`config.mk`:
```
export PLATFORM = sky130hd
export DESIGN_NAME = rgmii_rx_framer_flat
export DESIGN_NICKNAME = d
export VERILOG_FILES = /design/src/rtl/eth_pkg.sv /design/src/rtl/rgmii_rx_framer_if.sv /design/src/rtl/rgmii_rx_nibble_pack.sv /design/src/rtl/rgmii_rx_framer.sv /design/src/flat_wrapper.sv
export SDC_FILE = /design/constraint.sdc
export NUM_CORES = 1
export LEC_CHECK = 0
export BUFFER_PORTS_ARGS = -buffer_cell sky130_fd_sc_hd__buf_2
export CAP_MARGIN = 40
export CELL_PAD_IN_SITES_DETAIL_PLACEMENT = 0
export CELL_PAD_IN_SITES_GLOBAL_PLACEMENT = 1
export CORE_ASPECT_RATIO = 1.5
export CORE_MARGIN = 2
export CORE_UTILIZATION = 48
export CTS_CLUSTER_DIAMETER = 200
export CTS_CLUSTER_SIZE = 28
export DETAILED_ROUTE_END_ITERATION = 16
export PLACE_DENSITY = 0.93
export SYNTH_ARGS = -nofsm -noshare
export SYNTH_HDL_FRONTEND = slang
export SYNTH_SLANG_ARGS = --single-unit
```
`constraint.sdc`:
```
create_clock -name clk_125 -period 8.5 [get_ports clk_125]
set_input_delay 1.7 -clock clk_125 [delete_from_list [all_inputs] [get_ports clk_125]]
set_output_delay 1.7 -clock clk_125 [all_outputs]
set_load 0.01 [all_outputs]
```
`src/rtl/eth_pkg.sv`:
```
// Shared Ethernet RX definitions: framing constants, receiver state and
// link-speed encodings, and a byte-wide reflected CRC-32 step.
package eth_pkg;

    localparam logic [7:0]  ETH_PREAMBLE    = 8'h55;
    localparam logic [7:0]  ETH_SFD         = 8'hD5;
    localparam logic [31:0] ETH_CRC_RESIDUE = 32'hDEBB20E3;
    localparam logic [31:0] ETH_CRC_POLY    = 32'hEDB88320;
    localparam logic [31:0] ETH_CRC_INIT    = 32'hFFFFFFFF;

    typedef enum logic [1:0] {
        IDLE,
        PRE,
        DATA,
        DROP
    } rx_state_t;

    typedef enum logic [1:0] {
        SPEED_10  = 2'b00,
        SPEED_100 = 2'b01,
        SPEED_1G  = 2'b10
    } eth_speed_t;

    // One byte of the LSB-first CRC-32; no final inversion, so running it
    // over a frame plus its FCS leaves ETH_CRC_RESIDUE.
    function automatic logic [31:0] crc32_byte(input logic [31:0] crc,
                                               input logic [7:0]  data);
        logic [31:0] c;
        c = crc ^ {24'h0, data};
        for (int i = 0; i < 8; i++) begin
            c = c[0] ? ((c >> 1) ^ ETH_CRC_POLY) : (c >> 1);
        end
        return c;
    endfunction

endpackage

```
`src/rtl/rgmii_rx_framer_if.sv`:
```
// Frame word stream from the RX framer towards the downstream RX FIFO.
// There is no ready signal: the FIFO must accept every strobed word.
interface rgmii_rx_framer_if #(
    parameter int OUT_BYTES = 4
);
    logic [8*OUT_BYTES-1:0] m_data;
    logic [OUT_BYTES-1:0]   m_keep;
    logic                   m_valid;
    logic                   m_last;
    logic                   m_err;

    modport master (output m_data, m_keep, m_valid, m_last, m_err);
    modport slave  (input  m_data, m_keep, m_valid, m_last, m_err);
endinterface

```
`src/rtl/rgmii_rx_nibble_pack.sv`:
```
// Turns the captured RGMII byte lane into a byte strobe. At 1G every valid
// cycle carries a whole byte; at 10/100 only the low nibble is meaningful
// and two consecutive nibbles (low first) make one byte.
module rgmii_rx_nibble_pack
    import eth_pkg::*;
(
    input  logic       clk_125,
    input  logic       rst,
    input  logic [7:0] rx_data_i,
    input  logic       rx_dv_i,
    input  eth_speed_t speed_i,
    output logic [7:0] byte_o,
    output logic       byte_stb_o,
    output logic       odd_nibble_o
);

    logic       phase_q;
    logic [3:0] lowNib_q;

    // Nibble phase restarts on every rx_dv rising edge; the low nibble is parked until its partner arrives.
    always_ff @(posedge clk_125 or posedge rst) begin
        if (rst) begin
            phase_q  <= 1'b0;
            lowNib_q <= 4'h0;
        end else if (!rx_dv_i || speed_i == SPEED_1G) begin
            phase_q  <= 1'b0;
        end else begin
            phase_q <= ~phase_q;
            if (!phase_q) begin
                lowNib_q <= rx_data_i[3:0];
            end
        end
    end

    // A pending low nibble at end of frame is reported as an odd nibble.
    always_comb begin
        byte_o       = rx_data_i;
        byte_stb_o   = rx_dv_i;
        odd_nibble_o = 1'b0;
        if (speed_i != SPEED_1G) begin
            byte_o       = {rx_data_i[3:0], lowNib_q};
            byte_stb_o   = rx_dv_i & phase_q;
            odd_nibble_o = phase_q;
        end
    end

endmodule

```
`src/rtl/rgmii_rx_framer.sv`:
```
// RGMII RX framer (clk_125 domain): strips preamble/SFD, packs frame bytes
// into OUT_BYTES-wide words, flags bad frames and keeps good/bad counters.
// Optional feature: define ETH_RX_FCS_CHECK_EN to check the CRC-32 residue
// at end of frame; without it err comes from rx_er, runt, giant or odd nibble.
module rgmii_rx_framer
    import eth_pkg::*;
#(
    parameter int OUT_BYTES     = 4,
    parameter int MIN_PREAMBLE  = 1,
    parameter int MIN_FRAME_LEN = 64,
    parameter int MAX_FRAME_LEN = 1522,
    parameter int CNT_W         = 32
) (
    input  logic             clk_125,
    input  logic             rst,
    input  logic [7:0]       rx_data,
    input  logic             rx_dv,
    input  logic             rx_er,
    rgmii_rx_framer_if.master m,
    output logic             link_up,
    output logic [1:0]       link_speed,
    output logic             full_duplex,
    output logic [CNT_W-1:0] cnt_ok,
    output logic [CNT_W-1:0] cnt_bad
);

    localparam int FILL_W = $clog2(OUT_BYTES + 1);
    localparam int BCNT_W = $clog2(MAX_FRAME_LEN + 2);
    localparam logic [FILL_W-1:0] FILL_FULL = FILL_W'(OUT_BYTES);
    localparam logic [BCNT_W-1:0] MAX_CNT   = BCNT_W'(MAX_FRAME_LEN);
    localparam logic [BCNT_W-1:0] MIN_CNT   = BCNT_W'(MIN_FRAME_LEN);
    localparam logic [7:0]        MIN_PRE   = 8'(MIN_PREAMBLE);

    rx_state_t              state_q;
    logic [7:0]             preCnt_q;
    logic [BCNT_W-1:0]      byteCnt_q;
    logic [FILL_W-1:0]      fill_q;
    logic [8*OUT_BYTES-1:0] word_q;
    logic                   err_q;
    logic                   giant_q;
    logic                   linkUp_q;
    eth_speed_t             speed_q;
    logic                   duplex_q;
    logic [8*OUT_BYTES-1:0] mData_q;
    logic [OUT_BYTES-1:0]   mKeep_q;
    logic                   mValid_q;
    logic                   mLast_q;
    logic                   mErr_q;
    logic [CNT_W-1:0]       cntOk_q;
    logic [CNT_W-1:0]       cntBad_q;

    logic [7:0] rxByte;
    logic       byteStb;
    logic       oddNibble;
    logic       crcBad;

    logic dataEnd;
    logic dataByte;
    logic giantHit;
    logic wordFull;
    logic emit;
    logic emitLast;
    logic emitErr;
    logic endErr;
    logic bumpOk;
    logic bumpBad;

    // speed_q only changes outside DATA, so the packer sees a frozen speed for the whole frame.
    rgmii_rx_nibble_pack uPack (
        .clk_125      (clk_125),
        .rst          (rst),
        .rx_data_i    (rx_data),
        .rx_dv_i      (rx_dv),
        .speed_i      (speed_q),
        .byte_o       (rxByte),
        .byte_stb_o   (byteStb),
        .odd_nibble_o (oddNibble)
    );

`ifdef ETH_RX_FCS_CHECK_EN
    logic [31:0] crc_q;

    // Running CRC over every DATA byte (FCS included), re-seeded whenever no frame is open.
    always_ff @(posedge clk_125 or posedge rst) begin
        if (rst) begin
            crc_q <= ETH_CRC_INIT;
        end else if (state_q != DATA) begin
            crc_q <= ETH_CRC_INIT;
        end else if (rx_dv && byteStb) begin
            crc_q <= crc32_byte(crc_q, rxByte);
        end
    end

    assign crcBad = (crc_q != ETH_CRC_RESIDUE);
`else
    assign crcBad = 1'b0;
`endif

    function automatic logic [OUT_BYTES-1:0] keepMask(input logic [FILL_W-1:0] fill);
        logic [OUT_BYTES-1:0] k;
        for (int i = 0; i < OUT_BYTES; i++) begin
            k[i] = (FILL_W'(i) < fill);
        end
        return k;
    endfunction

    function automatic logic [CNT_W-1:0] satInc(input logic [CNT_W-1:0] v);
        return (v == '1) ? v : v + CNT_W'(1);
    endfunction

    // Decide this cycle's output word and counter events from the current state and byte strobe.
    always_comb begin
        dataEnd  = (state_q == DATA) && !rx_dv;
        dataByte = (state_q == DATA) && rx_dv && byteStb;
        giantHit = dataByte && (byteCnt_q == MAX_CNT);
        wordFull = (fill_q == FILL_FULL);
        endErr   = err_q | rx_er | oddNibble | (byteCnt_q < MIN_CNT) | crcBad;
        emitLast = (dataEnd && fill_q != '0) || giantHit;
        emit     = emitLast || (dataByte && wordFull);
        emitErr  = giantHit || (dataEnd && endErr);
        bumpOk   = emitLast && !emitErr;
        bumpBad  = (emitLast && emitErr)
                || (dataEnd && fill_q == '0)
                || (((state_q == PRE) || (state_q == DROP && !giant_q)) && !rx_dv && !rx_er);
    end

    // Receive FSM together with the word packer, registered outputs, status and counters.
    always_ff @(posedge clk_125 or posedge rst) begin
        if (rst) begin
            state_q   <= IDLE;
            preCnt_q  <= 8'h0;
            byteCnt_q <= '0;
            fill_q    <= '0;
            word_q    <= '0;
            err_q     <= 1'b0;
            giant_q   <= 1'b0;
            linkUp_q  <= 1'b0;
            speed_q   <= SPEED_1G;
            duplex_q  <= 1'b0;
            mData_q   <= '0;
            mKeep_q   <= '0;
            mValid_q  <= 1'b0;
            mLast_q   <= 1'b0;
            mErr_q    <= 1'b0;
            cntOk_q   <= '0;
            cntBad_q  <= '0;
        end else begin
            mValid_q <= emit;
            mLast_q  <= emitLast;
            mErr_q   <= emitLast && emitErr;
            if (emit) begin
                mData_q <= word_q;
                mKeep_q <= keepMask(fill_q);
            end
            if (bumpOk) begin
                cntOk_q <= satInc(cntOk_q);
            end
            if (bumpBad) begin
                cntBad_q <= satInc(cntBad_q);
            end

            if (!rx_dv && !rx_er) begin
                linkUp_q <= rx_data[0];
                duplex_q <= rx_data[3];
                if (rx_data[2:1] != 2'b11 && state_q != DATA) begin
                    speed_q <= eth_speed_t'(rx_data[2:1]);
                end
            end

            case (state_q)
                IDLE: begin
                    if (byteStb) begin
                        if (rxByte == ETH_PREAMBLE) begin
                            state_q  <= PRE;
                            preCnt_q <= 8'h1;
                        end else begin
                            state_q <= DROP;
                        end
                    end
                end
                PRE: begin
                    if (byteStb) begin
                        if (rxByte == ETH_PREAMBLE) begin
                            if (preCnt_q != 8'hFF) begin
                                preCnt_q <= preCnt_q + 8'h1;
                            end
                        end else if (rxByte == ETH_SFD && preCnt_q >= MIN_PRE) begin
                            state_q   <= DATA;
                            byteCnt_q <= '0;
                            fill_q    <= '0;
                            word_q    <= '0;
                            err_q     <= 1'b0;
                        end else begin
                            state_q <= DROP;
                        end
                    end else if (!rx_dv && !rx_er) begin
                        state_q <= IDLE;
                    end
                end
                DATA: begin
                    if (dataEnd) begin
                        state_q <= IDLE;
                        fill_q  <= '0;
                    end else begin
                        if (rx_er) begin
                            err_q <= 1'b1;
                        end
                        if (giantHit) begin
                            state_q <= DROP;
                            giant_q <= 1'b1;
                            fill_q  <= '0;
                        end else if (dataByte) begin
                            byteCnt_q <= byteCnt_q + BCNT_W'(1);
                            if (wordFull) begin
                                word_q      <= '0;
                                word_q[7:0] <= rxByte;
                                fill_q      <= FILL_W'(1);
                            end else begin
                                for (int i = 0; i < OUT_BYTES; i++) begin
                                    if (fill_q == FILL_W'(i)) begin
                                        word_q[i*8 +: 8] <= rxByte;
                                    end
                                end
                                fill_q <= fill_q + FILL_W'(1);
                            end
                        end
                    end
                end
                DROP: begin
                    if (!rx_dv && !rx_er) begin
                        state_q <= IDLE;
                        giant_q <= 1'b0;
                    end
                end
                default: state_q <= IDLE;
            endcase
        end
    end

    assign m.m_data    = mData_q;
    assign m.m_keep    = mKeep_q;
    assign m.m_valid   = mValid_q;
    assign m.m_last    = mLast_q;
    assign m.m_err     = mErr_q;
    assign link_up     = linkUp_q;
    assign link_speed  = speed_q;
    assign full_duplex = duplex_q;
    assign cnt_ok      = cntOk_q;
    assign cnt_bad     = cntBad_q;

endmodule
```
`src/flat_wrapper.sv`:
```
// flat-port wrapper written by rule: the top's interface ports become plain ports
module rgmii_rx_framer_flat import eth_pkg::*;
#(
    parameter int OUT_BYTES     = 4,
    parameter int MIN_PREAMBLE  = 1,
    parameter int MIN_FRAME_LEN = 64,
    parameter int MAX_FRAME_LEN = 1522,
    parameter int CNT_W         = 32
)
  (clk_125, rst, rx_data, rx_dv, rx_er, link_up, link_speed, full_duplex, cnt_ok, cnt_bad, m_m_data, m_m_keep, m_m_valid, m_m_last, m_m_err);
  rgmii_rx_framer_if #(.OUT_BYTES(OUT_BYTES)) m_i ();
  input  logic clk_125;
  input  logic rst;
  input  logic [7:0] rx_data;
  input  logic rx_dv;
  input  logic rx_er;
  output logic link_up;
  output logic [1:0] link_speed;
  output logic full_duplex;
  output logic [CNT_W-1:0] cnt_ok;
  output logic [CNT_W-1:0] cnt_bad;
  output wire logic [$bits(m_i.m_data)-1:0] m_m_data;
  output wire logic [$bits(m_i.m_keep)-1:0] m_m_keep;
  output wire logic [$bits(m_i.m_valid)-1:0] m_m_valid;
  output wire logic [$bits(m_i.m_last)-1:0] m_m_last;
  output wire logic [$bits(m_i.m_err)-1:0] m_m_err;
  assign m_m_data = m_i.m_data;
  assign m_m_keep = m_i.m_keep;
  assign m_m_valid = m_i.m_valid;
  assign m_m_last = m_i.m_last;
  assign m_m_err = m_i.m_err;
  rgmii_rx_framer #(.OUT_BYTES(OUT_BYTES), .MIN_PREAMBLE(MIN_PREAMBLE), .MIN_FRAME_LEN(MIN_FRAME_LEN), .MAX_FRAME_LEN(MAX_FRAME_LEN), .CNT_W(CNT_W)) u_core (.clk_125(clk_125), .rst(rst), .rx_data(rx_data), .rx_dv(rx_dv), .rx_er(rx_er), .m(m_i), .link_up(link_up), .link_speed(link_speed), .full_duplex(full_duplex), .cnt_ok(cnt_ok), .cnt_bad(cnt_bad));
endmodule
```
==> results.md <==
- Compound-gate portion of the synthesized area: 0.1005
- Diode count: 0
- WP data required: 8800 ps
- Via density per instance: 5.571
- Peak supply drop: approximately 0.18 mV
- CTS H-tree depth: 4
- Clock Tree Buf Depth: 2
- Max Clock Freq: 278.1 MHz
- Mapped cell area: 0.007696 mm2
- Sink Count: 170
- Sequential fraction of the synthesis area: 0.5529
- GR Overflow Total: 0
- Fin crit period: 3596 ps
- Main combinational cell family by area after synthesis: simple AND/OR/NAND/NOR gates
- Final Max Slew Viols: 0
- FF-to-FF path depth: 7
- Post-synth EDFFs: 0
- Die area: 0.01708 mm2
- Synth Net Count: slightly above 700
- Final instance area: 0.009195 mm2
- Fraction of layout cells with a size suffix above 1: 0.2569
- Hold Path Class: register to register
- Core box area: 0.01570 mm2
- Nets: between 800 and 900
- Mux contribution to synthesized area: 0.07153
- Cells after synthesis: 687
- CTS clk-pin slew, worst paths: ~70 ps
- TritonCTS Buffers: 17
- Starting Density: 0.4904
- Worst Tran Pin Value: 845.5 ps
- Initial antenna violation count: 0
- Largest net degree at the start of global routing: 63
- GRT Total Usage: 0.2133
- Worst Path Max Fanout: 10
- Final setup fails: 0
- Most area-consuming cells after synthesis: dfrtp_1, mux2_2, xnor2_1, o2bb2ai_1, nand2_1
- FF-to-FF setup slack: around 5300 ps
- RSZ-0062 raised after global routing: no
- Worst-skew pair later-pin latency: 430 ps
- WS Path Type: input port to register
- HPWL Detailed: between 10000 and 15000 um
- IO buf count: between 100 and 150
- Setup_tns: 0 ps
- RR Startpoint: u_core.state_q[0]
- Via count: 5749
- Period utilisation layout: 0.4231
- Max_slew headroom: 0.4320
- DRC viols: 0
- Iteration-0 DRC Markers: 283
- CP Capture Type: register
- Post-synthesis xor/xnor area fraction: 0.06601
- FP Rows: 56
- Hold depth: 2
- Vias in the first global route: 5786
- Post-Route WL: roughly 17000 um
- Global-route wire length before repair: 29180 um
- Postcts setup bufs: 0
- Area post-placement: 0.008562 mm2
- Reg2reg end: u_core.cnt_bad[26]
- Max cap viols: 0
- Number of fillers in the final layout: 1330
- Arr. time, crit path: between 3000 and 4000 ps
- Hold Crit Endpoint: u_core.m.m_keep[2]
- CTS tree: yes
- Final hold violation count: 0
- CTS hold repair buffers: 0
- Kind of start point of the critical path: input port
- 1st-pass router iterations: 4
- Synth Area in Adders: 0.01626
- Unique masters post-synth: between 50 and 60
- Hold_sp: u_core.m.m_keep[2]
- CTS resizes: 0
- Post-DRT Antenna Nets: 0
- Avg Inst Size Synth: about 11 um2
- Synthesized flop and latch total: 170
- YS warnings: 0
- Number of I/O pins: 119
- Root buf cell: clkbuf_16
- Area Overhead vs Synth: 19.48%
- Post-synth ARST share: 1.000
- Clock Skew: 26.69 ps
- Post-synth top flop: dfrtp_1
- Routability-driven placement congestion ratio: ~0.8
- Area leader, netlist: dfrtp_1
- Outcome: finished clean
- Die width: about 110 um
- LEAKAGE: 4.401 nW
- Avg WL per Cell: 16.94 um
- Die height: between 150 and 200 um
- Yosys top cell area share: 0.5495
- Simple-Gate Fraction of Synth Area: 0.1707
- Power per standard cell area: 251.0 mW/mm2
-- state kept, by name (all words and copies together) (netlist names), 3 cells and up --
| register | cells |
|---|---|
| u_core.preCnt_q | 8 |
| u_core.word_q | 32 |
| u_core.m.m_data | 32 |
| u_core.uPack.lowNib_q | 4 |
| u_core.cnt_bad | 32 |
| u_core.byteCnt_q | 11 |
| u_core.fill_q | 3 |
| u_core.cnt_ok | 32 |
| u_core.m.m_keep | 4 |
-- per-stage QoR --
step                      hold slack, ps    util  cells  power, W  worst slack [ps]
after global placement             467.8  0.5415    996  0.001494              4251
after floorplan                    452.3       -    687  0.001338              2198
after global routing               508.8  0.5859   1032  0.002423              4628
after CTS                          494.5  0.5854   1031  0.002324              4727
final                              492.3  0.5859   1032  0.002308              4904
after detailed placement           472.8  0.5455    999  0.001511              4284
-- critical path, stage by stage --
cell      delay, ps
buf_2           150
nand3b_1        170
a21oi_1         480
a222oi_1        210
clkbuf_4        240
nor4_1          600
nand4_1         190
xnor2_1         150
-- kinds of logic after synthesis --
logic type	count (synthesis)
and+or+nand+nor	249
buffers and inverters	38
muxes	50
xor gates and xnor gates	58
adders and majority gates	10
DFF	170
AOI/OAI and AO/OA	112
-- worst max path at each step --
stage	cells past startpoint	slack (ps)	startpoint	end
6_report	8	4900	rx_dv	u_core.cnt_bad[26]
3_3_place_gp	7	4250	rx_data[3]	u_core.word_q[11]
4_1_cts	7	4730	rx_dv	u_core.cnt_bad[3]
3_5_place_dp	7	4280	rx_dv	u_core.cnt_bad[3]
2_1_floorplan	1	2200	rst	u_core.byteCnt_q[0]
5_1_grt	7	4630	rx_data[3]	u_core.word_q[18]
-- cell usage in the layout, fill, tap and decap left out, drive strengths merged, types with 3 or more instances in the layout --
cell / count
nor3: 22
mux2i: 10
nor2: 40
and4: 7
nor4: 13
o31ai: 5
dfrtp: 169
o21ai: 34
or2: 4
nand3: 38
a21oi: 15
and3: 13
nand3b: 3
buf: 125
clkinv: 5
a21o: 3
inv: 29
xnor2: 43
clkbuf: 18
nand2b: 4
o21bai: 3
a31oi: 7
or4: 3
xor2: 15
nand2: 58
nand4: 22
ha: 10
and2: 10
o2bb2ai: 32
mux2: 40
nor2b: 5
-- metal layers --
| metal | up-vias | track usage | part of all wire | wire (um) |
|---|---|---|---|---|
| met1 | 2865 | 0.2661 | 0.42 | 7377 |
| met5 | - | 0 | 0 | 0 |
| met4 | 0 | 0.06527 | 0.015 | 261 |
| met3 | 14 | 0.04093 | 0.034 | 597 |
| li1 | 2735 | - | - | - |
| met2 | 135 | 0.3723 | 0.53 | 9249 |
-- final cells by class --
type / instances / area, um2 / area share
Sequential cell: 170 / 4255 / 0.4628
Multi-Input combinational cell: 479 / 3282 / 0.3569
Timing Repair Buffer: 126 / 690.7 / 0.07511
Clock buffer: 17 / 425.4 / 0.04626
Tap cell: 203 / 254.0 / 0.02762
Clock inverter: 15 / 200.2 / 0.02177
Inverter: 22 / 87.58 / 0.009525
-- where the power goes --
part | switching [W] | internal (W)
clock network | 0.000378 | 0.000429
registers | 0.000103 | 0.000926
logic | 0.000277 | 0.000195
-- cell usage after synthesis (12+ instances only) --
master	instances
inv_1	22
o21ai_0	33
xnor2_1	43
and3_1	13
mux2_2	40
dfrtp_1	169
nand4_1	22
nand2_1	58
nor3_1	21
a21oi_1	15
nor4_1	12
o2bb2ai_1	32
xor2_1	15
nor2_1	37
nand3_1	38
Note: power is estimated with default switching activity, not from simulation.
